$ cat config.mk
export PLATFORM = sky130hd
export DESIGN_NAME = anton_neopixel_stream_rx
export DESIGN_NICKNAME = d
export VERILOG_FILES = /design/src/rtl/anton_neopixel_stream_rx.sv
export SDC_FILE = /design/constraint.sdc
export NUM_CORES = 1
export LEC_CHECK = 0
export ABC_AREA = 1
export BUFFER_PORTS_ARGS = -buffer_cell sky130_fd_sc_hd__buf_2
export CORE_MARGIN = 10
export CORE_UTILIZATION = 35
export DETAILED_ROUTE_END_ITERATION = 8
export SLEW_MARGIN = 20
export SYNTH_ARGS = -nofsm -noshare
export SYNTH_HDL_FRONTEND = slang
export SYNTH_SLANG_ARGS = --single-unit
$ cat constraint.sdc
create_clock -name clk7mhz -period 3.35 [get_ports clk7mhz]
set_input_delay 0.1675 -clock clk7mhz [delete_from_list [all_inputs] [get_ports clk7mhz]]
set_output_delay 0.1675 -clock clk7mhz [all_outputs]
set_load 0.05 [all_outputs]
$ cat src/rtl/anton_neopixel_stream_rx.sv
// NeoPixel serial receiver: synchronizes the line, decodes pulse widths into 24/32-bit pixels.
// Optional macro ANTON_NEOPIXEL_RX_32BIT_EN enables runtime 24/32-bit pixel width selection.
module anton_neopixel_stream_rx #(
  parameter int unsigned RESET_LOW_CYCLES  = 350,
  parameter int unsigned BIT_ONE_THRESHOLD = 4,
  parameter int unsigned HIGH_MAX          = 8
) (
  input  logic        clk7mhz,
  input  logic        rst,
  input  logic        stream_in,
  input  logic        reg_ctrl_32bit,
  output logic [31:0] pixel_data,
  output logic [7:0]  pixel_index,
  output logic        pixel_valid,
  input  logic        pixel_ready,
  output logic        frame_end,
  output logic        err_overrun,
  output logic        err_long,
  output logic        err_partial
);

  localparam int unsigned LOW_W = $clog2(RESET_LOW_CYCLES + 1);
  localparam logic [1:0] ST_SYNC = 2'd0;
  localparam logic [1:0] ST_IDLE = 2'd1;
  localparam logic [1:0] ST_HIGH = 2'd2;
  localparam logic [1:0] ST_LOW  = 2'd3;

  logic             r_sync1, r_s, r_s_d;
  logic [1:0]       r_state;
  logic [LOW_W-1:0] r_low_cnt;
  logic [3:0]       r_high_cnt;
  logic [5:0]       r_bit_cnt;
  logic [30:0]      r_shift;
  logic             r_bits_seen;
  logic [7:0]       r_pix_cnt;

  logic [1:0]       w_state_nxt;
  logic [LOW_W-1:0] w_low_nxt, w_low_inc;
  logic [3:0]       w_high_nxt, w_high_inc;
  logic [5:0]       w_bit_nxt, w_bit_inc, w_width;
  logic [30:0]      w_shift_nxt;
  logic [31:0]      w_shift_new, w_pix_word;
  logic             w_seen_nxt, w_deliver, w_long_nxt, w_frame_nxt, w_partial_nxt;
  logic [7:0]       w_pix_nxt;
  logic             w_rise, w_gap, w_bit;

`ifdef ANTON_NEOPIXEL_RX_32BIT_EN
  logic r_mode32;
  assign w_width = r_mode32 ? 6'd32 : 6'd24;
`else
  logic w_unused_ctrl;
  assign w_unused_ctrl = reg_ctrl_32bit;
  assign w_width       = 6'd24;
`endif

  assign w_rise      = r_s & ~r_s_d;
  assign w_low_inc   = r_low_cnt + LOW_W'(1);
  assign w_gap       = (w_low_inc == LOW_W'(RESET_LOW_CYCLES));
  assign w_high_inc  = (r_high_cnt == 4'hF) ? 4'hF : r_high_cnt + 4'd1;
  assign w_bit       = (r_high_cnt >= 4'(BIT_ONE_THRESHOLD));
  assign w_shift_new = {r_shift, w_bit};
  assign w_bit_inc   = r_bit_cnt + 6'd1;
  assign w_pix_word  = (w_width == 6'd32) ? w_shift_new : {8'h00, w_shift_new[23:0]};

  // Next-state and decode logic
  always_comb begin
    w_state_nxt   = r_state;
    w_low_nxt     = r_low_cnt;
    w_high_nxt    = r_high_cnt;
    w_bit_nxt     = r_bit_cnt;
    w_shift_nxt   = r_shift;
    w_seen_nxt    = r_bits_seen;
    w_pix_nxt     = r_pix_cnt;
    w_deliver     = 1'b0;
    w_long_nxt    = 1'b0;
    w_frame_nxt   = 1'b0;
    w_partial_nxt = 1'b0;
    case (r_state)
      ST_SYNC: begin
        if (r_s) begin
          w_low_nxt = '0;
        end else if (w_gap) begin
          w_state_nxt = ST_IDLE;
          w_low_nxt   = '0;
          w_pix_nxt   = 8'd0;
        end else begin
          w_low_nxt = w_low_inc;
        end
      end
      ST_IDLE: begin
        w_low_nxt = '0;
        if (w_rise) begin
          w_state_nxt = ST_HIGH;
          w_high_nxt  = 4'd1;
        end
      end
      ST_HIGH: begin
        if (r_s) begin
          if (w_high_inc >= 4'(HIGH_MAX)) begin
            w_long_nxt  = 1'b1;
            w_state_nxt = ST_SYNC;
            w_high_nxt  = 4'd0;
            w_bit_nxt   = 6'd0;
            w_shift_nxt = '0;
            w_seen_nxt  = 1'b0;
            w_low_nxt   = '0;
          end else begin
            w_high_nxt = w_high_inc;
          end
        end else begin
          w_state_nxt = ST_LOW;
          w_low_nxt   = LOW_W'(1);
          w_high_nxt  = 4'd0;
          w_seen_nxt  = 1'b1;
          if (w_bit_inc == w_width) begin
            w_bit_nxt   = 6'd0;
            w_shift_nxt = '0;
            w_deliver   = 1'b1;
            w_pix_nxt   = r_pix_cnt + 8'd1;
          end else begin
            w_bit_nxt   = w_bit_inc;
            w_shift_nxt = w_shift_new[30:0];
          end
        end
      end
      default: begin
        if (r_s) begin
          w_state_nxt = ST_HIGH;
          w_high_nxt  = 4'd1;
          w_low_nxt   = '0;
        end else if (w_gap) begin
          w_state_nxt   = ST_IDLE;
          w_low_nxt     = '0;
          w_frame_nxt   = r_bits_seen;
          w_partial_nxt = (r_bit_cnt != 6'd0);
          w_bit_nxt     = 6'd0;
          w_shift_nxt   = '0;
          w_seen_nxt    = 1'b0;
          w_pix_nxt     = 8'd0;
        end else begin
          w_low_nxt = w_low_inc;
        end
      end
    endcase
  end

  // State, counters and registered outputs
  always_ff @(posedge clk7mhz) begin
    if (rst) begin
      r_sync1     <= 1'b0;
      r_s         <= 1'b0;
      r_s_d       <= 1'b0;
      r_state     <= ST_SYNC;
      r_low_cnt   <= '0;
      r_high_cnt  <= 4'd0;
      r_bit_cnt   <= 6'd0;
      r_shift     <= '0;
      r_bits_seen <= 1'b0;
      r_pix_cnt   <= 8'd0;
      pixel_data  <= 32'd0;
      pixel_index <= 8'd0;
      pixel_valid <= 1'b0;
      frame_end   <= 1'b0;
      err_overrun <= 1'b0;
      err_long    <= 1'b0;
      err_partial <= 1'b0;
`ifdef ANTON_NEOPIXEL_RX_32BIT_EN
      r_mode32    <= 1'b0;
`endif
    end else begin
      r_sync1     <= stream_in;
      r_s         <= r_sync1;
      r_s_d       <= r_s;
      r_state     <= w_state_nxt;
      r_low_cnt   <= w_low_nxt;
      r_high_cnt  <= w_high_nxt;
      r_bit_cnt   <= w_bit_nxt;
      r_shift     <= w_shift_nxt;
      r_bits_seen <= w_seen_nxt;
      r_pix_cnt   <= w_pix_nxt;
      frame_end   <= w_frame_nxt;
      err_long    <= w_long_nxt;
      err_partial <= w_partial_nxt;
      err_overrun <= 1'b0;
`ifdef ANTON_NEOPIXEL_RX_32BIT_EN
      if (r_bit_cnt == 6'd0) r_mode32 <= reg_ctrl_32bit;
`endif
      // A held, unaccepted pixel wins; the newcomer is dropped but still indexed
      if (w_deliver) begin
        if (!pixel_valid || pixel_ready) begin
          pixel_data  <= w_pix_word;
          pixel_index <= r_pix_cnt;
          pixel_valid <= 1'b1;
        end else begin
          err_overrun <= 1'b1;
        end
      end else if (pixel_valid && pixel_ready) begin
        pixel_valid <= 1'b0;
      end
    end
  end

endmodule

==> run summary, run 1 <==
crit end category - register
crit-path cells - ha_1, nand3_1, o21bai_1, nand2_1, nor2_2, nand3_4, nand2_4, nand2_2, o21ai_1, inv_1
max-cap violation count - 0
H-tree depth - 3
Synth top area share - 44.72%
final setup fails - 0
Final period util - 72.82%
Layout area overhead - 13.17%
# rows - 39
Slowest cell on crit path - dfxtp_1
Hold Fails Final Rpt - 0
Hold Crit Class - input pin to register
total number of vias - 3,688
PD cells - 550.2 nW/um^2
Peak supply drop - 0.2227 mV
chip width - 129.1 um
critical path arrival - 2.67 ns
TritonCTS buffer count - 9
Overall Power - 2592 uW
FF+latch area - 1862 um^2
Ports - 50
detailed placement HPWL - 6316 um
antenna-violating nets left - 0
Final Util - 40.91%
routability cong. - 0.8199
Critical path destination - r_bit_cnt[0]
final wirelength - 9505 um
antenna diode count - 0
Worst Setup Start Kind - register
cell taking the most area after synthesis - dfxtp_1
Max Clock Skew - 0.01067 ns
Worst-path clk slew - 0.06 ns
outcome - finished, final reports clean
CTS root buffer - clkbuf_16
Pins Over Slew Limit - 0
global-route wire length before repair - 15,840 um
vias in the first global route - 3,418
wire per inst - 12.81 um
area of the multi-input gates - 1966 um^2
#FFs+latches synth - 93
initial DRC count - 304
worst reg2reg setup slack - 0.91 ns
R2R Path Start - r_low_cnt[0]
minimum clock period - 2.439 ns
Slew @ Worst Pin - 0.7246 ns
synthesized cell area - 4163 um^2
remaining global-route overflow - 0
RSZ-0062 raised after global routing - no
top post-synthesis cells by area - dfxtp_1 (45%), nand2_1 (12%), a21oi_1 (10%), nand3_1 (9.0%), inv_1 (3.6%)
slew margin rel. - 51.69%
CTS tree - yes
register area share after synthesis - 44.72%
core area - 11,520 um^2
max incr delay on CP - 0.45 ns
share of cells above drive strength 1 - 13.69%
leakage - 0.001803 uW
PortBufs - 40
GRT met3 Usage - 3.467%
Final #Nets - 609
f_max - 409.9 MHz
fill count - 1,199
clk sink count - 93
1st-pass router iterations - 5
CP Depth - 10
Setup TNS - 0 ns
initial antenna violation count - 0
CP Data Required Time - 3.58 ns
Max FO, Critical Path - 30
residual DRC count - 0
met1 Track Usage GR - 14.34%
post-CTS sizing - 0
pin count of the biggest net entering global routing - 73
clk_lat worst skew - 0.34 ns
vias per std cell - 4.970
Global Route met2 Usage - 18.05%
Post-CTS Setup Repair Bufs - 0
Register-to-Register Path Depth - 10
Max clock buf depth - 2
crit path buf inv count - 1
Initial Utilization - 36.15%
critical path launch point - r_low_cnt[0]
Tot GR Track Use - 11.48%
Die Ht - 129.1 um
GR peak layer - met2
CP top delay family - simple AND/OR/NAND/NOR gates
Synth Area per Inst - 7.329 um^2
Crit Path Class - register to register
synthesized instance count - 568
die area - 16,660 um^2
Syn. warnings - 0
R2R Path End - r_bit_cnt[0]
cts hold-fix bufs - 0
post-synth cell types - 32
==> worst min-delay path by stage <==
| stage | start | slack (ns) | end | depth (start not counted) |
|---|---|---|---|---|
| 3_5_place_dp | stream_in | 0.40 | r_sync1 | 3 |
| 6_report | stream_in | 0.04 | r_sync1 | 3 |
| 5_1_grt | stream_in | 0.04 | r_sync1 | 3 |
| 2_1_floorplan | stream_in | 0.27 | r_sync1 | 2 |
| 3_3_place_gp | stream_in | 0.38 | r_sync1 | 3 |
| 4_1_cts | stream_in | 0.03 | r_sync1 | 3 |
==> layout by cell type (no fill, tap or decap), drive strengths merged <==
master	n
xnor2	1
ha	10
dfxtp	93
nand2	140
buf	46
conb	8
nor3	7
o21bai	1
nand4	9
a21oi	87
xor2	5
nor2	37
o21a	1
clkinvlp	1
clkinv	1
o21ba	1
nand3b	2
inv	47
nand3	77
clkbuf	11
o21ai	10
a31oi	1
or2	3
==> area by class of cell <==
cell class | instances | share of cell area (%)
Clock buffer | 11 | 5.365
Clock inverter | 5 | 0.8765
Inverter | 44 | 3.506
Multi-Input combinational cell | 400 | 41.73
Sequential cell | 93 | 39.52
Tap cell | 143 | 3.798
Timing Repair Buffer | 46 | 5.206
==> per-layer routing <==
metal  routed length [um]  vias to the layer above
li1                     -                     1898
met1                 4408                     1704
met2                 4473                       78
met3                  490                        8
met4                  131                        0
met5                    0                        -
==> tightest hold or removal path: stages <==
cell and delay, ns:
buf_2 0.08, inv_1 0.03, nor2_1 0.06
==> registers in the layout, summed over array words and instances, names as in the netlist, 2 cells and up <==
register / count
r_bit_cnt: 6
pixel_index: 8
r_shift: 23
r_pix_cnt: 8
r_state: 2
pixel_data: 24
r_high_cnt: 4
r_low_cnt: 9
==> power breakdown <==
group          total [uW]  internal, uW  switching (uW)
sequential           1180          1140            43.9
combinational         411           121             291
clock                 997           553             444
total                2590          1810             779
==> cell families (layout without fill, tap and decap cells) <==
kind of cell	count (synthesis)	in the layout	synth area share, %
other cells	1	8	0.09008
fa+ha+maj	10	10	3.006
xor+xnor	6	6	1.262
buf+inv	82	106	8.746
compound gates	101	101	12.68
simple gates	275	275	29.49
flops	93	93	44.73
==> cell usage after synthesis <==
cell type and count:
nor3_1 7, nand2_2 3, a31oi_1 1, xnor2_1 1
inv_1 40, nand3_2 1, a21oi_1 86, buf_4 9
or2_2 3, conb_1 1, nand2_1 136, o21ai_0 8
dfxtp_1 93, nor2_1 33, buf_2 12, nand2_4 1
nor2_4 2, o21ba_2 1, nand3_1 75, nor2_2 2
o21bai_1 1, a21oi_4 1, inv_2 4, nand4_1 9
ha_1 10, buf_6 1, o21a_1 1, o21ai_1 2
xor2_1 5, nand3b_1 2, nand3_4 1, clkbuf_1 16
==> stage by stage <==
step           worst slack, ns  area, um^2  cells  hold slack, ns
4_1_cts                 0.8799        4711    742         0.03194
3_3_place_gp             1.010        4417    726          0.3807
2_1_floorplan            1.556        4189    575          0.2745
6_report                0.9105        4711    742         0.03809
5_1_grt                 0.6475        4711    742         0.03560
3_5_place_dp            0.9016        4417    726          0.3958
(Power assumes the default switching activity.)
==> run 2, diff against run 1 <==
clock period = 2.1 ns   (was 3.35 ns; I/O delays follow)
==> run summary, run 2 (synthesized netlist as in run 1, its figures left out) <==
outcome - finished, final reports clean
max-cap violation count - 0 (unchanged)
Max FO, Critical Path - 10 (-67%)
Slew @ Worst Pin - 0.5151 ns (-0.2095 ns)
Peak supply drop - 0.5244 mV (+140%)
antenna-violating nets left - 0 (unchanged)
crit end category - register
worst reg2reg setup slack - 0.16 ns (-0.75 ns)
clk sink count - 93 (unchanged)
crit path buf inv count - 1 (unchanged)
Register-to-Register Path Depth - 11 (+1)
slew margin rel. - 65.66% (+14 points)
initial antenna violation count - 0 (unchanged)
hold path start - rst
minimum clock period - 1.937 ns (-0.5025 ns)
f_max - 516.3 MHz (+26%)
# rows - 39 (unchanged)
share of cells above drive strength 1 - 16.83% (+3.1 points)
TritonCTS buffer count - 9 (unchanged)
Ports - 50 (unchanged)
global-route wire length before repair - 16,300 um (+3.0%)
Reg with most FFs - pixel_data
Max clock buf depth - 2 (unchanged)
CP dominant cell by count - nand2_1
CTS root buffer - clkbuf_16
Design Area, Final - 4910 um^2 (+4.2%)
PD cells - 853.6 nW/um^2 (+55%)
detailed placement HPWL - 6622 um (+4.9%)
Hold Fails Final Rpt - 0 (unchanged)
remaining global-route overflow - 0 (unchanged)
Final period util - 92.24% (+19 points)
Hold Crit Class - input pin to register
clk_lat worst skew - 0.34 ns (about the same)
final setup fails - 0 (unchanged)
CP Data Required Time - 2.30 ns (-1.28 ns)
placed inst area - 4559 um^2 (+3.2%)
core area - 11,520 um^2 (unchanged)
CP top delay family - simple AND/OR/NAND/NOR gates
vias per std cell - 4.940 (-0.62%)
critical path arrival - 2.14 ns (-0.53 ns)
Die Ht - 129.1 um (unchanged)
initial DRC count - 288 (-5.3%)
die area - 16,660 um^2 (unchanged)
Final #Nets - 628 (+3.1%)
Slowest cell on crit path - dfxtp_2
hold path endpoint - r_low_cnt[4]
Tot GR Track Use - 11.65% (+0.17 points)
PortBufs - 40 (unchanged)
max reg flops - 24 (unchanged)
antenna diode count - 0 (unchanged)
R2R Path End - r_shift[2]
1st-pass router iterations - 4 (-1)
CTS tree - yes
leakage - 0.001911 uW (+6.0%)
Layout area overhead - 17.94%
most frequent cells in the layout - nand2_1 (135), dfxtp_1 (92), a21oi_1 (86)
Final Util - 42.63% (+1.7 points)
H-tree depth - 3 (unchanged)
commonest non-fill, non-tap cell in the layout - nand2_1
Regs by FF count - pixel_data x24, r_shift x23, r_low_cnt x9
hold path depth - 2 (-1)
final wirelength - 9441 um (-0.67%)
vias in the first global route - 3,640 (+6.5%)
max incr delay on CP - 0.36 ns (-0.09 ns)
pin count of the biggest net entering global routing - 52 (-29%)
residual DRC count - 0 (unchanged)
Max Clock Skew - 0.007120 ns (-0.003551 ns)
Worst-path clk slew - 0.07 ns (about the same)
crit-path cells - ha_2, nand3_1, o21bai_1, nand2_1, nor2_4, nand3_4, nand2_4, nand2_2, buf_4, nand2_1, a21oi_1
Pins Over Slew Limit - 0 (unchanged)
Worst Setup Start Kind - register
R2R Path Start - r_low_cnt[1]
chip width - 129.1 um (unchanged)
Crit Path Class - register to register
total number of vias - 3,759 (+1.9%)
wire per inst - 12.41 um (-3.2%)
routability cong. - 0.8292 (+1.1%)
Initial Utilization - 36.15% (unchanged)
-- run 2: cell count changes in the layout (fill, tap and decap cells not counted), sizes merged --
cell	previous run	this run
dlygate4sd3	0	1
buf	46	64
inv	47	46
clkinvlp	1	0
clkinv	1	3
-- run 2: area by class of cell --
type / instances / area (um^2)
repair buffers: 65 / 431.7
fillers: 1184 / 6606
flip-flops and latches: 93 / 1863
clock inverters: 5 / 32.53
inverters: 44 / 165.2
multi-input cells: 400 / 1986
well taps: 143 / 178.9
clock buffers: 11 / 252.7
-- run 2: timing repair --
item                                    4_1_cts  5_1_grt
hold buffers                                  1        0
setup buffers                                 0        4
endpoints found under the setup margin        0       64
gates resized for setup                       0        7
hold endpoints to repair                      1        0
-- run 2: per-layer routing --
| layer | global-route usage, % | vias up | part of all wire, % |
|---|---|---|---|
| met5 | 0 | - | 0 |
| met3 | 3.344 | 10 | 5.7 |
| met4 | 4.415 | 0 | 1.4 |
| met1 | 13.93 | 1742 | 46 |
| li1 | - | 1938 | - |
| met2 | 19.48 | 69 | 47 |
-- run 2: worst max-delay path by stage --
stage	from	end	slack (ns)	cells after the start
3_5_place_dp	r_bit_cnt[0]	pixel_data[1]	0.09	12
5_1_grt	r_low_cnt[0]	r_bit_cnt[0]	-0.04	11
2_1_floorplan	r_low_cnt[0]	r_shift[10]	0.31	11
3_3_place_gp	r_bit_cnt[0]	pixel_data[16]	0.15	12
4_1_cts	r_bit_cnt[0]	pixel_data[1]	0.08	12
6_report	r_low_cnt[1]	r_shift[2]	0.16	11
-- run 2: where the power goes --
group	total [uW]	internal [uW]	switching [uW]
logic	764	274	490
clock network	1550	869	677
registers	1880	1820	61.0
total	4190	2960	1230
-- run 2: per-stage QoR --
step | hold slack [ns] | setup WS, ns | std cells | setup TNS [ns] | power [uW]
after floorplan | 0.2120 | 0.3060 | 575 | 0 | 2452
after global placement | 0.3200 | 0.1538 | 740 | 0 | 2622
after detailed placement | 0.3169 | 0.09212 | 740 | 0 | 2639
after CTS | 0.07680 | 0.08102 | 757 | 0 | 4197
after global routing | 0.09285 | -0.03634 | 761 | -0.06415 | 4421
final | 0.08507 | 0.1631 | 761 | 0 | 4191
==> run 3, diff against run 2 <==
CORE_MARGIN = unset   (was 10)
RECOVER_POWER = 100   (was unset)
==> run summary, run 3 (synthesized netlist as in run 1, its figures left out) <==
antenna diode count - 0 (unchanged)
Layout area overhead - 14.52%
pin count of the biggest net entering global routing - 43 (-17%)
Peak supply drop - 0.4647 mV (-11%)
share of cells above drive strength 1 - 8.374% (-8.5 points)
remaining global-route overflow - 0 (unchanged)
worst reg2reg setup slack - 0.15 ns (about the same)
Sw Share - 29.58% (+0.29 points)
Initial Utilization - 36.15% (unchanged)
# rows - 39 (unchanged)
violated checks - design-rule violations
minimum clock period - 1.952 ns (+0.01467 ns)
PD cells - 858.1 nW/um^2 (+0.53%)
Worst-path clk slew - 0.06 ns (about the same)
max-cap violation count - 0 (unchanged)
Hold Crit Class - input pin to register
die area - 12,330 um^2 (-26%)
initial DRC count - 300 (+4.2%)
final setup fails - 0 (unchanged)
CP Data Required Time - 2.28 ns (-0.02 ns)
Hold Slack - 0.2601 ns (+0.1750 ns)
slew margin rel. - 42.04% (-24 points)
CTS tree - yes
initial antenna violation count - 0 (unchanged)
Final #Nets - 620 (-1.3%)
H-tree depth - 3 (unchanged)
antenna-violating nets left - 0 (unchanged)
Combinational Power Share - 17.6% (-0.6 points)
vias in the first global route - 3,371 (-7.4%)
Slew @ Worst Pin - 0.8694 ns (+0.3543 ns)
vias per std cell - 4.919 (-0.42%)
Max Clock Skew - 0.003993 ns (-0.003127 ns)
routability cong. - 0.7991 (-3.6%)
final wirelength - 8925 um (-5.5%)
residual DRC count - 10 (+10)
total number of vias - 3,699 (-1.6%)
crit end category - register
detailed placement HPWL - 5764 um (-13%)
most frequent cells in the layout - nand2_1 (136), dfxtp_1 (92), a21oi_1 (86)
CTS root buffer - clkbuf_16
RSZ-0062 raised after global routing - no
Tot GR Track Use - 15.31% (+3.7 points)
clk_lat worst skew - 0.34 ns (about the same)
wire per inst - 11.87 um (-4.3%)
Reg power frac - 46.0% (+1.1 points)
NetSw - 1210 uW (-1.4%)
commonest non-fill, non-tap cell in the layout - nand2_1
critical path arrival - 2.14 ns (about the same)
global-route wire length before repair - 15,500 um (-4.9%)
Worst Setup Start Kind - register
max reg flops - 24 (unchanged)
f_max - 512.4 MHz (-0.75%)
1st-pass router iterations - 6 (+2)
TritonCTS buffer count - 9 (unchanged)
Final period util - 92.93% (+0.70 points)
Pins Over Slew Limit - 0 (unchanged)
Reg with most FFs - pixel_data
leakage - 0.001673 uW (-12%)
Ports - 50 (unchanged)
Crit Path Class - register to register
Post-CTS Setup Repair Bufs - 0 (unchanged)
Hold Fails Final Rpt - 0 (unchanged)
Regs by FF count - pixel_data x24, r_shift x23, r_low_cnt x9
Clk pwr share - 36.4% (-0.5 points)
Internal - 2881 uW (-2.8%)
chip width - 111.1 um (-14%)
Max FO, Critical Path - 30 (+20)
Die Ht - 111.1 um (-14%)
outcome - finished with violations
PortBufs - 40 (unchanged)
Setup TNS - 0 ns (unchanged)
clk sink count - 93 (unchanged)
core area - 11,520 um^2 (unchanged)
Max clock buf depth - 2 (unchanged)
[run 3: area by class of cell]
class | instances | area, um^2
fillers | 1194 | 6749
clock buffers | 12 | 246.5
clock inverters | 3 | 22.52
well taps | 143 | 178.9
flip-flops and latches | 93 | 1863
repair buffers | 57 | 317.8
multi-input cells | 400 | 1973
inverters | 44 | 165.2
[run 3: critical path, cell delays in order, from the launching register on]
cell and delay (ns):
dfxtp_2 0.36, ha_2 0.21, nand3_1 0.11, o21bai_1 0.19, nand2_1 0.08, nor2_2 0.17
nand3_4 0.16, nand2_4 0.15, nand2_2 0.08, buf_12 0.17, nand2_1 0.07, a21oi_1 0.06
[run 3: power by group through the flow]
stage          registers, uW  logic (uW)  clock network, uW
3_3_place_gp            1910         711                  0
6_report                1880         722               1490
2_1_floorplan           1910         544                  0
3_5_place_dp            1920         726                  0
4_1_cts                 1880         731               1540
5_1_grt                 1890         811               1600
[run 3: per-layer routing]
layer  track usage (%)  part of all wire, %  routed length [um]
met4             5.225                  1.3                 119
met1             19.99                   51                4546
met2             24.82                   44                3947
met3             3.554                  3.5                 311
met5                 0                    0                   0
[run 3: path summary, 6_finish.rpt]
kind	endpoint	from	depth (start not counted)
min	err_overrun	pixel_ready	5
min reg2reg	r_s	r_sync1	2
max reg2reg	r_shift[21]	r_low_cnt[1]	11
max	r_shift[21]	r_low_cnt[1]	11
[run 3: what timing repair did]
item / 4_1_cts / 5_1_grt
hold buffers: 1 / 0
endpoints found under the hold margin: 1 / 0
endpoints found under the setup margin: 0 / 25
resized for setup: 0 / 4
[run 3: metrics by stage]
stage | setup WS (ns) | std cells | power, uW | area [um^2] | utilization (%)
after detailed placement | 0.1179 | 736 | 2643 | 4542 | 39.44
final | 0.1484 | 752 | 4091 | 4767 | 41.39
after global placement | 0.1313 | 736 | 2622 | 4542 | 39.44
after CTS | 0.09903 | 752 | 4147 | 4821 | 41.86
after floorplan | 0.3060 | 575 | 2452 | 4189 | -
after global routing | 0.01802 | 752 | 4300 | 4767 | 41.39
